--- config.mk ---
export PLATFORM = sky130hd
export DESIGN_NAME = mem_io_bridge
export DESIGN_NICKNAME = d
export VERILOG_FILES = /design/src/rtl/mem_io_bridge.sv
export SDC_FILE = /design/constraint.sdc
export NUM_CORES = 1
export LEC_CHECK = 0
export BUFFER_PORTS_ARGS = -buffer_cell sky130_fd_sc_hd__buf_2
export CAP_MARGIN = 20
export CORE_AREA = 2 2 108 110
export CTS_BUF_LIST = sky130_fd_sc_hd__clkbuf_4 sky130_fd_sc_hd__clkbuf_8
export DETAILED_ROUTE_END_ITERATION = 16
export DIE_AREA = 0 0 110 112
export GPL_TIMING_DRIVEN = 0
export HOLD_SLACK_MARGIN = 0.15
export PLACE_DENSITY = 0.69
export SYNTH_ARGS = -nofsm -noshare
export SYNTH_HDL_FRONTEND = slang
export SYNTH_SLANG_ARGS = --single-unit
--- constraint.sdc ---
create_clock -name clk_in -period 3.6 [get_ports clk_in]
set_input_delay 0.72 -clock clk_in [delete_from_list [all_inputs] [get_ports clk_in]]
set_output_delay 0.72 -clock clk_in [all_outputs]
set_load 0.005 [all_outputs]
--- src/rtl/mem_io_bridge.sv ---
// rtl/mem_io_bridge.sv - CPU address decode to RAM / UART / cycle counter, with TX FIFO and drain-to-halt FSM.
// Optional cycle counter and snapshot: define BRIDGE_CYCLE_COUNTER_EN.
module mem_io_bridge #(
  parameter int TX_FIFO_DEPTH = 8
) (
  input  logic        clk_in,
  input  logic        rst_in,
  input  logic        rdy_in,
  input  logic [31:0] cpu_a,
  input  logic [7:0]  cpu_dout,
  input  logic        cpu_wr,
  output logic [7:0]  cpu_din,
  output logic        io_buffer_full,
  output logic [16:0] ram_a,
  output logic        ram_we,
  output logic [7:0]  ram_dout,
  input  logic [7:0]  ram_din,
  output logic [7:0]  tx_data,
  output logic        tx_valid,
  input  logic        tx_ready,
  input  logic [7:0]  rx_data,
  input  logic        rx_valid,
  output logic        rx_pop,
  output logic        halted
);
  localparam int PW = $clog2(TX_FIFO_DEPTH);

  typedef enum logic [2:0] {SEL_ZERO, SEL_RAM, SEL_RX, SEL_CNT0, SEL_CNT1, SEL_CNT2, SEL_CNT3} sel_t;
  typedef enum logic [1:0] {ST_RUN, ST_DRAIN, ST_HALTED} state_t;

  logic        io_sel;
  logic [15:0] io_off;
  logic        unused_hi_addr;
  sel_t        sel_q, sel_next;
  state_t      state;
  logic        zero_done;
  logic [7:0]  rx_q;

  logic [7:0]  fifo_mem [TX_FIFO_DEPTH];
  logic [PW-1:0] wr_ptr, rd_ptr;
  logic [PW:0] count, count_next;
  logic        fifo_full, cpu_push_req, drain_push_req, push, pop;
  logic [7:0]  push_data;

  assign io_sel         = (cpu_a[17:16] == 2'b11);
  assign io_off         = cpu_a[15:0];
  assign unused_hi_addr = ^cpu_a[31:18];

  assign ram_a    = cpu_a[16:0];
  assign ram_dout = cpu_dout;
  assign ram_we   = cpu_wr & rdy_in & ~io_sel;
  assign rx_pop   = rdy_in & ~rst_in & ~cpu_wr & io_sel & (io_off == 16'h0000) & rx_valid;

  always_comb begin
    sel_next = SEL_ZERO;
    if (!cpu_wr) begin
      if (!io_sel) begin
        sel_next = SEL_RAM;
      end else begin
        case (io_off)
          16'h0000: sel_next = rx_valid ? SEL_RX : SEL_ZERO;
`ifdef BRIDGE_CYCLE_COUNTER_EN
          16'h0004: sel_next = SEL_CNT0;
          16'h0005: sel_next = SEL_CNT1;
          16'h0006: sel_next = SEL_CNT2;
          16'h0007: sel_next = SEL_CNT3;
`endif
          default:  sel_next = SEL_ZERO;
        endcase
      end
    end
  end

  always_ff @(posedge clk_in or posedge rst_in) begin
    if (rst_in) begin
      sel_q <= SEL_ZERO;
      rx_q  <= 8'h00;
    end else if (rdy_in) begin
      sel_q <= sel_next;
      if (rx_pop) rx_q <= rx_data;
    end
  end

`ifdef BRIDGE_CYCLE_COUNTER_EN
  logic [31:0] cycle_cnt, snap;

  always_ff @(posedge clk_in or posedge rst_in) begin
    if (rst_in) begin
      cycle_cnt <= 32'd0;
      snap      <= 32'd0;
    end else if (rdy_in) begin
      if (!halted) cycle_cnt <= cycle_cnt + 32'd1;
      if (!cpu_wr && io_sel && io_off == 16'h0004) snap <= cycle_cnt;
    end
  end
`endif

  always_comb begin
    cpu_din = 8'h00;
    case (sel_q)
      SEL_RAM:  cpu_din = ram_din;
      SEL_RX:   cpu_din = rx_q;
`ifdef BRIDGE_CYCLE_COUNTER_EN
      SEL_CNT0: cpu_din = snap[7:0];
      SEL_CNT1: cpu_din = snap[15:8];
      SEL_CNT2: cpu_din = snap[23:16];
      SEL_CNT3: cpu_din = snap[31:24];
`endif
      default:  cpu_din = 8'h00;
    endcase
  end

  // CPU pushes only in RUN; the drain terminator is pushed by the FSM, never both at once.
  assign fifo_full      = (count == (PW+1)'(TX_FIFO_DEPTH));
  assign cpu_push_req   = rdy_in & cpu_wr & io_sel & (io_off == 16'h0000) & (cpu_dout != 8'h00) & (state == ST_RUN);
  assign drain_push_req = rdy_in & (state == ST_DRAIN) & ~zero_done;
  assign push           = (cpu_push_req | drain_push_req) & ~fifo_full;
  assign push_data      = drain_push_req ? 8'h00 : cpu_dout;
  assign tx_valid       = (count != '0);
  assign pop            = rdy_in & tx_valid & tx_ready;
  assign tx_data        = fifo_mem[rd_ptr];

  always_comb begin
    count_next = count;
    case ({push, pop})
      2'b10:   count_next = count + 1'b1;
      2'b01:   count_next = count - 1'b1;
      default: count_next = count;
    endcase
  end

  always_ff @(posedge clk_in) begin
    if (push) fifo_mem[wr_ptr] <= push_data;
  end

  always_ff @(posedge clk_in or posedge rst_in) begin
    if (rst_in) begin
      wr_ptr         <= '0;
      rd_ptr         <= '0;
      count          <= '0;
      io_buffer_full <= 1'b0;
    end else begin
      if (push) wr_ptr <= wr_ptr + 1'b1;
      if (pop)  rd_ptr <= rd_ptr + 1'b1;
      count          <= count_next;
      io_buffer_full <= (count_next >= (PW+1)'(TX_FIFO_DEPTH - 1));
    end
  end

  always_ff @(posedge clk_in or posedge rst_in) begin
    if (rst_in) begin
      state     <= ST_RUN;
      zero_done <= 1'b0;
      halted    <= 1'b0;
    end else if (rdy_in) begin
      case (state)
        ST_RUN: begin
          if (cpu_wr && io_sel && io_off == 16'h0004) begin
            state     <= ST_DRAIN;
            zero_done <= 1'b0;
          end
        end
        ST_DRAIN: begin
          if (!zero_done) begin
            if (!fifo_full) zero_done <= 1'b1;
          end else if (count == '0) begin
            state  <= ST_HALTED;
            halted <= 1'b1;
          end
        end
        ST_HALTED: state <= ST_HALTED;
        default:   state <= ST_RUN;
      endcase
    end
  end
endmodule

==> results of run 1 <==
-- worst max-delay path, stage by stage --
cell	delay, ns
buf_2	0.11
or4_4	0.53
or2_1	0.23
buf_6	0.14
o31a_4	0.41
or2_4	0.27
ha_4	0.18
xor2_1	0.14
ha_1	0.19
a21oi_1	0.16
mux2i_1	0.27
xor2_1	0.21
o211ai_1	0.12
-- power by group through the flow --
stage	combinational (mW)	sequential, mW	clock (mW)
finish	0.880	1.19	0.760
global route	0.979	1.20	0.828
CTS	0.880	1.19	0.774
detailed placement	0.871	1.21	0
global placement	0.844	1.21	0
floorplan	0.605	1.21	0
-- synthesized netlist by cell type (4+ instances only) --
cell      instances  area share
edfxtp_1         64        0.44
buf_4            25       0.043
dfrtp_1          25        0.14
mux4_2           16       0.082
clkbuf_1         14       0.012
nor2_1           13       0.011
and2_1           10       0.014
mux2_2           10       0.026
nor4_1           10       0.014
ha_1              9       0.026
inv_1             9      0.0077
nand2_1           9      0.0077
a22oi_1           8       0.014
mux2_4            8       0.027
nand3_1           7      0.0080
nor3_1            7      0.0080
nor4b_1           7       0.014
o21ai_0           5      0.0057
nand2b_1          4      0.0057
nand4_1           4      0.0057
-- registers in the layout, indices dropped and copies added, names as in the netlist --
register / cells
count: 4
wr_ptr: 3
fifo_mem: 64
sel_q: 2
halted: 1
rx_q: 8
io_buffer_full: 1
zero_done: 1
state: 2
rd_ptr: 3
-- metal layers --
| layer | track usage | share of wire | up-vias |
|---|---|---|---|
| met5 | 0 | 0 | - |
| met4 | 0.0422 | 0.0093 | 0 |
| met3 | 0.0258 | 0.064 | 8 |
| met2 | 0.236 | 0.48 | 113 |
| met1 | 0.227 | 0.45 | 1459 |
| li1 | - | - | 1404 |
-- final cells by class --
type                    count  share of cell area
plain buffers              44              0.0509
clock buffers               9              0.0228
clock inverters             7              0.0182
inverters                   9             0.00622
multi-input cells         170               0.298
flip-flops and latches     89               0.469
well taps                 143              0.0330
repair buffers            102               0.102
-- kinds of logic (layout without fill, tap and decap cells) --
family / Yosys count / in the layout / synth area share
XOR/XNOR: 5 / 5 / 0.00998
AND/OR/NAND/NOR: 86 / 86 / 0.115
adder cells (fa/ha/maj): 9 / 9 / 0.0257
flip-flops: 89 / 89 / 0.581
multiplexers: 35 / 35 / 0.137
AO/OA/AOI/OAI: 35 / 35 / 0.0596
buffers and inverters: 54 / 171 / 0.0713
-- cell usage in the layout (no fill, tap or decap), drive strengths merged, types with 2 or more instances in the layout --
cell | netlist | routed
a21boi | 3 | 3
a21oi | 2 | 2
a22oi | 8 | 8
and2 | 10 | 10
and3 | 3 | 3
buf | 31 | 133
bufinv | 0 | 2
clkbuf | 14 | 22
dfrtp | 25 | 25
edfxtp | 64 | 64
ha | 9 | 9
inv | 9 | 12
mux2 | 18 | 18
mux4 | 16 | 16
nand2 | 9 | 9
nand2b | 4 | 4
nand3 | 7 | 7
nand3b | 3 | 3
nand4 | 4 | 4
nor2 | 13 | 13
nor3 | 7 | 7
nor4 | 10 | 10
nor4b | 7 | 7
o211ai | 3 | 3
o21ai | 5 | 5
or2 | 2 | 2
or4 | 3 | 3
or4b | 2 | 2
xnor2 | 2 | 2
xor2 | 3 | 3
-- metrics by stage --
stage	util	hold WS (ns)	power [mW]	setup TNS (ns)
4_1_cts	0.482	0.504	2.84	0
5_1_grt	0.486	0.293	3.01	0
3_3_place_gp	0.452	0.479	2.06	-36.68
3_5_place_dp	0.461	0.477	2.08	-0.711
6_report	0.486	0.294	2.83	0
2_1_floorplan	-	0.460	1.81	0
-- timing repair --
action,4_1_cts,5_1_grt
hold buffers,0,0
setup endpoints to repair,2,10
pin swaps,0,0
buffers inserted,0,0
cloned,0,0
resized for setup,1,6
-- worst max-delay path by stage --
stage | start | end | slack, ns | cells past startpoint
finish | cpu_a[1] | io_buffer_full | 0.15 | 13
global route | cpu_a[1] | io_buffer_full | 0.04 | 13
CTS | cpu_a[1] | io_buffer_full | 0.04 | 14
detailed placement | cpu_a[1] | io_buffer_full | -0.31 | 14
global placement | cpu_a[1] | fifo_mem[5][4] | -0.74 | 7
floorplan | cpu_a[1] | io_buffer_full | 0.06 | 13
==> run summary, run 1 <==
Status -> finished, final reports clean
Largest net degree at the start of global routing -> 26
RSZ-0062 raised after global routing -> no
Worst Skew -> 0.00897 ns
Register area -> 2550 µm²
Pre-CTS setup slack -> -0.310 ns
Htree depth -> 3
Max clock buf depth -> 2
Worst hold path type -> input port to async pin
Vias/cell -> 5.21
Placed cell count -> 557
Reg clk slew, reported paths -> 0.09 ns
Fin nets -> 496
Synth Register Bits -> 89
FF-to-FF Start -> state[1]
Routed vias -> 2,984
Die ar. -> 12,300 µm²
Cts bufs inserted -> 9
Peak supply drop -> 0.000294 V
Final setup viols -> 0
Final Hold Fails -> 0
Clock power share -> 0.268
Die Height -> 112 µm
P_leak -> 2.17 nW
GRT Total Usage -> 0.154
CP arrival -> 3.68 ns
Distinct cells, synth -> 52
Switch share -> 0.292
Layout area overhead -> 23.7%
Fin area -> 5430 µm²
I/O pins -> 108
Max-slew violation count -> 0
Synth Warn # -> 0
Worst setup path category -> input port to register
Post-synth EDFFs -> 64
Net Sw Power -> 827 µW
Sequential Power Share -> 0.421
Clock root buffer -> clkbuf_8
Gp weighted congestion -> 0.775
Slew margin rel. -> 0.461
Initial antenna violation count -> 0
Multi-input logic area -> 1620 µm²
Row cnt -> 39
Hpwl dp -> 6870 µm
MaxCap Viol Count -> 0
Pre-antenna DRT Iters -> 4
Max Clk Rate -> 290 MHz
Number of fill cells in the layout -> 954
Sequential area share after synthesis -> 0.581
Reg2Reg Depth -> 13
Final Cycle Share -> 0.959
Starting Density -> 0.393
Worst Max-Slew Pin Slew -> 0.802 ns
Avg Cell Area, Syn -> 14.0 µm²
Post-synth ARST share -> 0.281
Worst-Skew Late Latency -> 0.35 ns
Synth Instances -> 313
DRT iter0 DRCs -> 217
Worst reg2reg path endpoint -> io_buffer_full
First-pass GRT wire length -> 14,700 µm
DRC -> 0
Core outline area -> 11,200 µm²
Setup slack, reg-to-reg -> 0.38 ns
Critical Path End Type -> register
CP Launch Type -> input port
Wirelength per Cell -> 16.0 µm
PD cells -> 522 nW/µm²
Req. time, crit path -> 3.83 ns
Share of layout cells above drive strength 1 -> 0.458
Vias in the first global route -> 2,963
Die W -> 110 µm
Non-Filler Instances -> 573
Min setup slack post-route -> 0.149 ns
Ys flop type -> edfxtp_1
# clock sinks -> 89
Final wirelength -> 9190 µm
CTS tree -> yes
Ant diodes -> 0
Post-route ant nets -> 0
Cell Area, Synth -> 4390 µm²
Syn_nets -> 384
Minimum clock period -> 3.45 ns
Grt total ovfl -> 0
I/O Buffers -> 93
P_int -> 2.00 mW
Combinational power share -> 0.311
CP Max Fanout -> 9
Placed cell area -> 5150 µm²
No activity file was read; power rests on OpenSTA's default activity.
==> run 2, diff against run 1 <==
ABC_AREA = 1   (was not set)
CORE_AREA = 2 2 109 111   (was 2 2 108 110)
DIE_AREA = 0 0 111 113   (was 0 0 110 112)
PLACE_DENSITY = 0.68   (was 0.69)
clock period = 3.3 ns   (was 3.6 ns; I/O delays follow)
==> run 2 against run 1 <==
Compared with the run above:
- design area fell by 2.6%
- synthesized area rose by 0.74%
- sequential share of layout area rose by 1.3 points
- clock power barely moved
- flip-flop and latch count did not move
- global-route usage rose by 0.58 points
- total power rose by 25%
- core utilization fell by 1.7 points
- via count rose by 15%
- cell count rose by 27%
- first-iteration DRC count rose by 0.92%
- hold slack improved by 0.065 ns
- critical endpoint unchanged
- largest cell class unchanged
==> run summary, run 2 <==
Post-cts repair resize count -> 0 (-1)
Distinct cells, synth -> 31 (-40%)
Most used routing layer -> met2
Starting Density -> 0.392 (-0.000514)
Compound-gate portion of the synthesized area -> 0.0829 (+0.0233)
Ys flop type -> edfxtp_1
Largest net degree at the start of global routing -> 27 (+3.8%)
Final core utilization -> 0.469 (-0.0169)
Cell taking the most area after synthesis -> edfxtp_1
CP Max Fanout -> 10 (+1)
Met1 Use GR -> 0.182 (-0.0448)
Area share of fa/ha/maj cells after synthesis -> 0.0255 (-0.000189)
Cell Area, Synth -> 4420 µm² (+0.74%)
Fin nets -> 649 (+31%)
Max reg flops -> 64 (unchanged)
CTS tree -> yes
Hold_ws -> 0.359 ns (+0.0645 ns)
DRC -> 0 (unchanged)
PD cells -> 672 nW/µm² (+29%)
Sequential area share after synthesis -> 0.576 (-0.00427)
Hold-fix buffers at CTS -> 0 (unchanged)
Post-synth top area share -> 0.435 (-0.00322)
Post-Synth XOR/XNOR Area -> 0.00991 (-0.0000734)
Hpwl dp -> 7110 µm (+3.4%)
Slew margin rel. -> 0.468 (+0.00700)
Post-synth ARST share -> 0.281 (unchanged)
# clock sinks -> 89 (unchanged)
GRT Total Usage -> 0.160 (+0.00583)
Top Registers -> fifo_mem (64), rx_q (8), count (4)
Die W -> 111 µm (+0.91%)
I/O pins -> 108 (unchanged)
Reg clk slew, reported paths -> 0.09 ns (about the same)
Met2 usage in global routing -> 0.301 (+0.0646)
I/O Buffers -> 93 (unchanged)
Cell mode on critical path -> ha_1
Worst hold path type -> input port to async pin
Htree depth -> 3 (unchanged)
MaxCap Viol Count -> 0 (unchanged)
Total Power -> 3.55 mW (+25%)
Pre-CTS setup slack -> 0.524 ns (+0.835 ns)
Non-Filler Instances -> 726 (+27%)
Min setup slack post-route -> 0.676 ns (+0.527 ns)
Vias/cell -> 4.74 (-9.1%)
Slowest cell on the critical path -> dfrtp_1
Synth Instances -> 473 (+51%)
Critical Path End Type -> register
Grt total ovfl -> 0 (unchanged)
Ant diodes -> 0 (unchanged)
Most flops, register -> fifo_mem
Critical Path Max Stage Delay -> 0.39 ns (-0.14 ns)
Synth Register Bits -> 89 (unchanged)
Worst-Skew Late Latency -> 0.37 ns (+0.02 ns)
Minimum clock period -> 2.62 ns
Synth Warn # -> 0 (unchanged)
Most frequent cells in the layout -> buf_2, nor2_1, nand2_1, edfxtp_1, inv_1
Commonest cells in the netlist -> nor2_1, nand2_1, edfxtp_1, inv_1, o21ai_0
Setup tns final -> 0 ns (unchanged)
Max clock buf depth -> 2 (unchanged)
Final Hold Fails -> 0 (unchanged)
Worst setup path category -> register to register
Die Height -> 113 µm (+0.89%)
Worst Skew -> 0.0170 ns (+0.00803 ns)
Syn_nets -> 544 (+42%)
CP Cell Sequence -> inv_1 > ha_1 > nand2_2 > nor2_4 > inv_2 > nand2_2 > nand2_4 > ha_1 > nand2_1 > inv_1 > nor2_1 > ha_1 > a21oi_1 > a21oi_1 > o21ai_0 > nand3_1 > nand3_1
Final setup viols -> 0 (unchanged)
Simple-gate share of the synthesized area -> 0.210 (+0.0945)
Gp weighted congestion -> 0.752 (-3.0%)
Row cnt -> 39 (unchanged)
Worst Max-Slew Pin Slew -> 0.795 ns (-0.00676 ns)
Pre-antenna DRT Iters -> 4 (unchanged)
Placed cell area -> 5060 µm² (-1.7%)
Die ar. -> 12,500 µm² (+1.8%)
Share of layout cells above drive strength 1 -> 0.280 (-0.179)
DRT iter0 DRCs -> 219 (+0.92%)
Commonest non-fill, non-tap cell in the layout -> buf_2
Avg Cell Area, Syn -> 9.35 µm² (-33%)
Core outline area -> 11,300 µm² (+0.87%)
Peak supply drop -> 0.000305 V (+4.0%)
Wirelength per Cell -> 13.3 µm (-17%)
Met3 Usage GRT -> 0.0461 (+0.0203)
Post-CTS setup buffers -> 0 (unchanged)
Synth area leaders -> edfxtp_1, dfrtp_1, nor2_1
Largest family of logic cells by synthesized area -> simple AND/OR/NAND/NOR gates
Max Clk Rate -> 381 MHz
Vias in the first global route -> 3,424 (+16%)
Post-route ant nets -> 0 (unchanged)
Initial antenna violation count -> 0 (unchanged)
First-pass GRT wire length -> 16,000 µm (+8.6%)
Final wirelength -> 9690 µm (+5.5%)
P_leak -> 2.36 nW (+8.6%)
Placed cell count -> 709 (+27%)
Routed vias -> 3,438 (+15%)
Cts bufs inserted -> 9 (unchanged)
Final Cycle Share -> 0.795
Req. time, crit path -> 3.54 ns (-0.29 ns)
RSZ-0062 raised after global routing -> no
Post-synth EDFFs -> 64 (unchanged)
Setup slack, reg-to-reg -> 0.68 ns (+0.30 ns)
Mux share of post-synthesis cell area -> 0 (-0.137)
Max-slew violation count -> 0 (unchanged)
Status -> finished, final reports clean
Layout area overhead -> 19.6%
Fin area -> 5290 µm² (-2.6%)
CP Launch Type -> register
CP arrival -> 2.86 ns (-0.82 ns)
Count leader, synth -> nor2_1
Clock root buffer -> clkbuf_8
run 2: worst paths after layout:
path	from	end	cells after the start
max reg2reg	state[1]	io_buffer_full	17
max in group asynchronous	rst_in	io_buffer_full	3
max	state[1]	io_buffer_full	17
min in group clk_in	rx_q[3]	rx_q[3]	2
min reg2reg	rx_q[3]	rx_q[3]	2
min	rst_in	rx_q[0]	2
run 2: power breakdown:
part	switching, mW	internal, mW
Clock	0.395	0.368
Sequential	0.108	1.36
Combinational	0.837	0.486
Total	1.34	2.21
run 2: metal layers:
metal,vias to the layer above,part of all wire
li1,1745,-
met1,1619,0.42
met2,69,0.52
met3,5,0.046
met4,0,0.0058
met5,-,0
run 2: area by class of cell:
class / instances / area, µm²
Timing Repair Buffer: 94 / 480
Buffer: 39 / 251
Clock inverter: 6 / 73.8
Tap cell: 143 / 179
Fill cell: 1092 / 5990
Multi-Input combinational cell: 301 / 1450
Inverter: 44 / 170
Sequential cell: 89 / 2550
Clock buffer: 10 / 131
run 2: logic make-up (layout without fill, tap and decap cells):
family / count (synthesis) / count (layout)
buffers and inverters: 83 / 193
adders and majority gates: 9 / 9
xor gates and xnor gates: 5 / 5
DFF: 89 / 89
AOI/OAI and AO/OA: 68 / 68
and+or+nand+nor: 219 / 219
run 2: critical path, delay by kind of cell, from the launching register on:
| kind | cells | cell delay, ns |
|---|---|---|
| fa+ha+maj | 3 | 0.68 |
| simple gates | 8 | 0.93 |
| compound gates | 3 | 0.32 |
| flops | 1 | 0.39 |
| buf+inv | 3 | 0.17 |
==> run 3, diff against run 2 <==
PLACE_DENSITY = 0.71   (was 0.68)
clock period = 2.2 ns   (was 3.3 ns; I/O delays follow)
==> run 3 against run 2 <==
Compared with the run above:
- die area did not move
- combinational power grew 100%
- first-iteration DRC count down 9.1%
- fmax grew 15%
- count of clock-buffer cells in the layout stayed put
- clock skew grew 0.0050 ns
- the run now ends with negative setup slack left
- sequential share of layout area shrank 3.5 points
- design area grew 8.0%
==> run summary, run 3 (synthesis results as in run 2) <==
Status -> finished, violations left
Failing checks -> negative setup slack
PD cells -> 1060 nW/µm² (+58%)
Peak supply drop -> 0.000527 V (+73%)
CP Launch Type -> register
Clock root buffer -> clkbuf_8
Worst setup path category -> register to register
I/O Buffers -> 93 (unchanged)
Beginning of the worst hold path -> rx_data[5]
Post-route ant nets -> 0 (unchanged)
Req. time, crit path -> 2.50 ns (-1.04 ns)
Max-slew violation count -> 0 (unchanged)
Max clock buf depth -> 2 (unchanged)
Vias in the first global route -> 3,570 (+4.3%)
FF-to-FF Start -> state[1]
Reg2Reg Depth -> 16 (-1)
Final Cycle Share -> 1.04 (+0.245)
Starting Density -> 0.392 (unchanged)
Routed vias -> 3,586 (+4.3%)
Worst setup path startpoint -> state[1]
Worst hold path type -> input port to register
Minimum clock period -> 2.29 ns (-0.336 ns)
Final Hold Fails -> 0 (unchanged)
Share of layout cells above drive strength 1 -> 0.363 (+0.0831)
Die ar. -> 12,500 µm² (unchanged)
Setup slack, reg-to-reg -> -0.09 ns (-0.76 ns)
P_leak -> 2.50 nW (+5.9%)
Worst Skew -> 0.0220 ns (+0.00495 ns)
Initial antenna violation count -> 0 (unchanged)
Row cnt -> 39 (unchanged)
Slew margin rel. -> 0.533 (+0.0650)
Worst Max-Slew Pin Slew -> 0.698 ns (-0.0968 ns)
Max reg flops -> 64 (unchanged)
I/O pins -> 108 (unchanged)
Critical Path End Type -> register
Worst reg2reg path endpoint -> io_buffer_full
Wirelength per Cell -> 13.8 µm (+3.8%)
Most flops, register -> fifo_mem
Core outline area -> 11,300 µm² (unchanged)
Cts bufs inserted -> 9 (unchanged)
Hold_ws -> 0.262 ns (-0.0961 ns)
Pre-CTS setup slack -> -0.320 ns (-0.844 ns)
Min setup slack post-route -> -0.0883 ns (-0.764 ns)
Hpwl dp -> 7070 µm (-0.52%)
Commonest non-fill, non-tap cell in the layout -> buf_2
CP Max Fanout -> 4 (-6)
# clock sinks -> 89 (unchanged)
Gp weighted congestion -> 0.792 (+5.4%)
Final setup viols -> 2 (+2)
Ant diodes -> 0 (unchanged)
Final wirelength -> 10,300 µm (+6.3%)
CTS tree -> yes
Worst hold path endpoint -> rx_q[5]
RSZ-0062 raised after global routing -> yes
Worst-Skew Late Latency -> 0.38 ns (about the same)
DRC -> 0 (unchanged)
Die Height -> 113 µm (unchanged)
Total Power -> 6.05 mW (+70%)
Die W -> 111 µm (unchanged)
Reg clk slew, reported paths -> 0.09 ns (about the same)
Pre-antenna DRT Iters -> 4 (unchanged)
DRT iter0 DRCs -> 199 (-9.1%)
First-pass GRT wire length -> 16,600 µm (+3.5%)
Top Registers -> fifo_mem (64), rx_q (8), count (4)
Fin nets -> 667 (+2.8%)
Most frequent cells in the layout -> buf_2, nand2_1, nor2_1, edfxtp_1, buf_4
Worst Hold Depth -> 3
Layout area overhead -> 29.1%
Grt total ovfl -> 0 (unchanged)
Largest net degree at the start of global routing -> 17 (-37%)
GRT Total Usage -> 0.165 (+0.00498)
Vias/cell -> 4.82 (+1.8%)
MaxCap Viol Count -> 0 (unchanged)
CP arrival -> 2.59 ns (-0.27 ns)
Htree depth -> 3 (unchanged)
Max Clk Rate -> 437 MHz (+15%)
==> run 3: repair_timing <==
action | CTS | global route
gates cloned | 0 | 1
pin swaps | 6 | 22
buffers inserted | 8 | 11
setup endpoints to repair | 38 | 32
hold buffers | 2 | 0
gates resized for setup | 27 | 48
endpoints found under the hold margin | 11 | 0
==> run 3: final cells by class <==
| type | count | area [µm²] |
|---|---|---|
| Fill cell | 1011 | 5570 |
| Sequential cell | 89 | 2550 |
| Multi-Input combinational cell | 301 | 1640 |
| Timing Repair Buffer | 115 | 657 |
| Buffer | 36 | 294 |
| Inverter | 44 | 184 |
| Tap cell | 143 | 179 |
| Clock buffer | 10 | 131 |
| Clock inverter | 6 | 72.6 |
==> run 3: worst max-delay path by stage <==
stage | endpoint | depth (start not counted)
finish | io_buffer_full | 16
global route | io_buffer_full | 16
CTS | io_buffer_full | 17
detailed placement | io_buffer_full | 18
global placement | io_buffer_full | 18
floorplan | io_buffer_full | 16
==> run 3: report_power, final <==
group          switching, mW  internal (mW)  total [mW]  leakage, nW
combinational           1.48           1.18        2.65         1.50
clock                  0.604          0.552        1.16        0.101
sequential             0.202           2.04        2.24        0.899
total                   2.28           3.77        6.05         2.50
==> run 3: metrics by stage <==
| step | instance area, µm² | instances | setup TNS (ns) | util |
|---|---|---|---|---|
| floorplan | 4450 | 473 | 0 | - |
| global placement | 5090 | 709 | -1.71 | 0.452 |
| detailed placement | 5090 | 709 | -3.56 | 0.452 |
| CTS | 5450 | 734 | -0.0478 | 0.483 |
| global route | 5710 | 744 | -0.588 | 0.506 |
| finish | 5710 | 744 | -0.107 | 0.506 |
==> run 3: worst max-delay path, stage by stage (launching register included) <==
cell     delay [ns]
dfrtp_1        0.41
inv_2          0.11
ha_4           0.14
nand4_1        0.10
nor2_1         0.11
nand2_1        0.09
nand2_4        0.12
nand2_8        0.06
ha_4           0.18
nor2_4         0.13
nor2_4         0.05
ha_4           0.25
inv_2          0.02
o21a_1         0.17
a21oi_1        0.12
nand3_1        0.10
nand3_1        0.07
==> run 3: routing by layer <==
metal	wire length, µm	GRT usage
met1	4090	0.188
met2	5450	0.304
met3	568	0.0380
met4	192	0.0600
met5	0	0
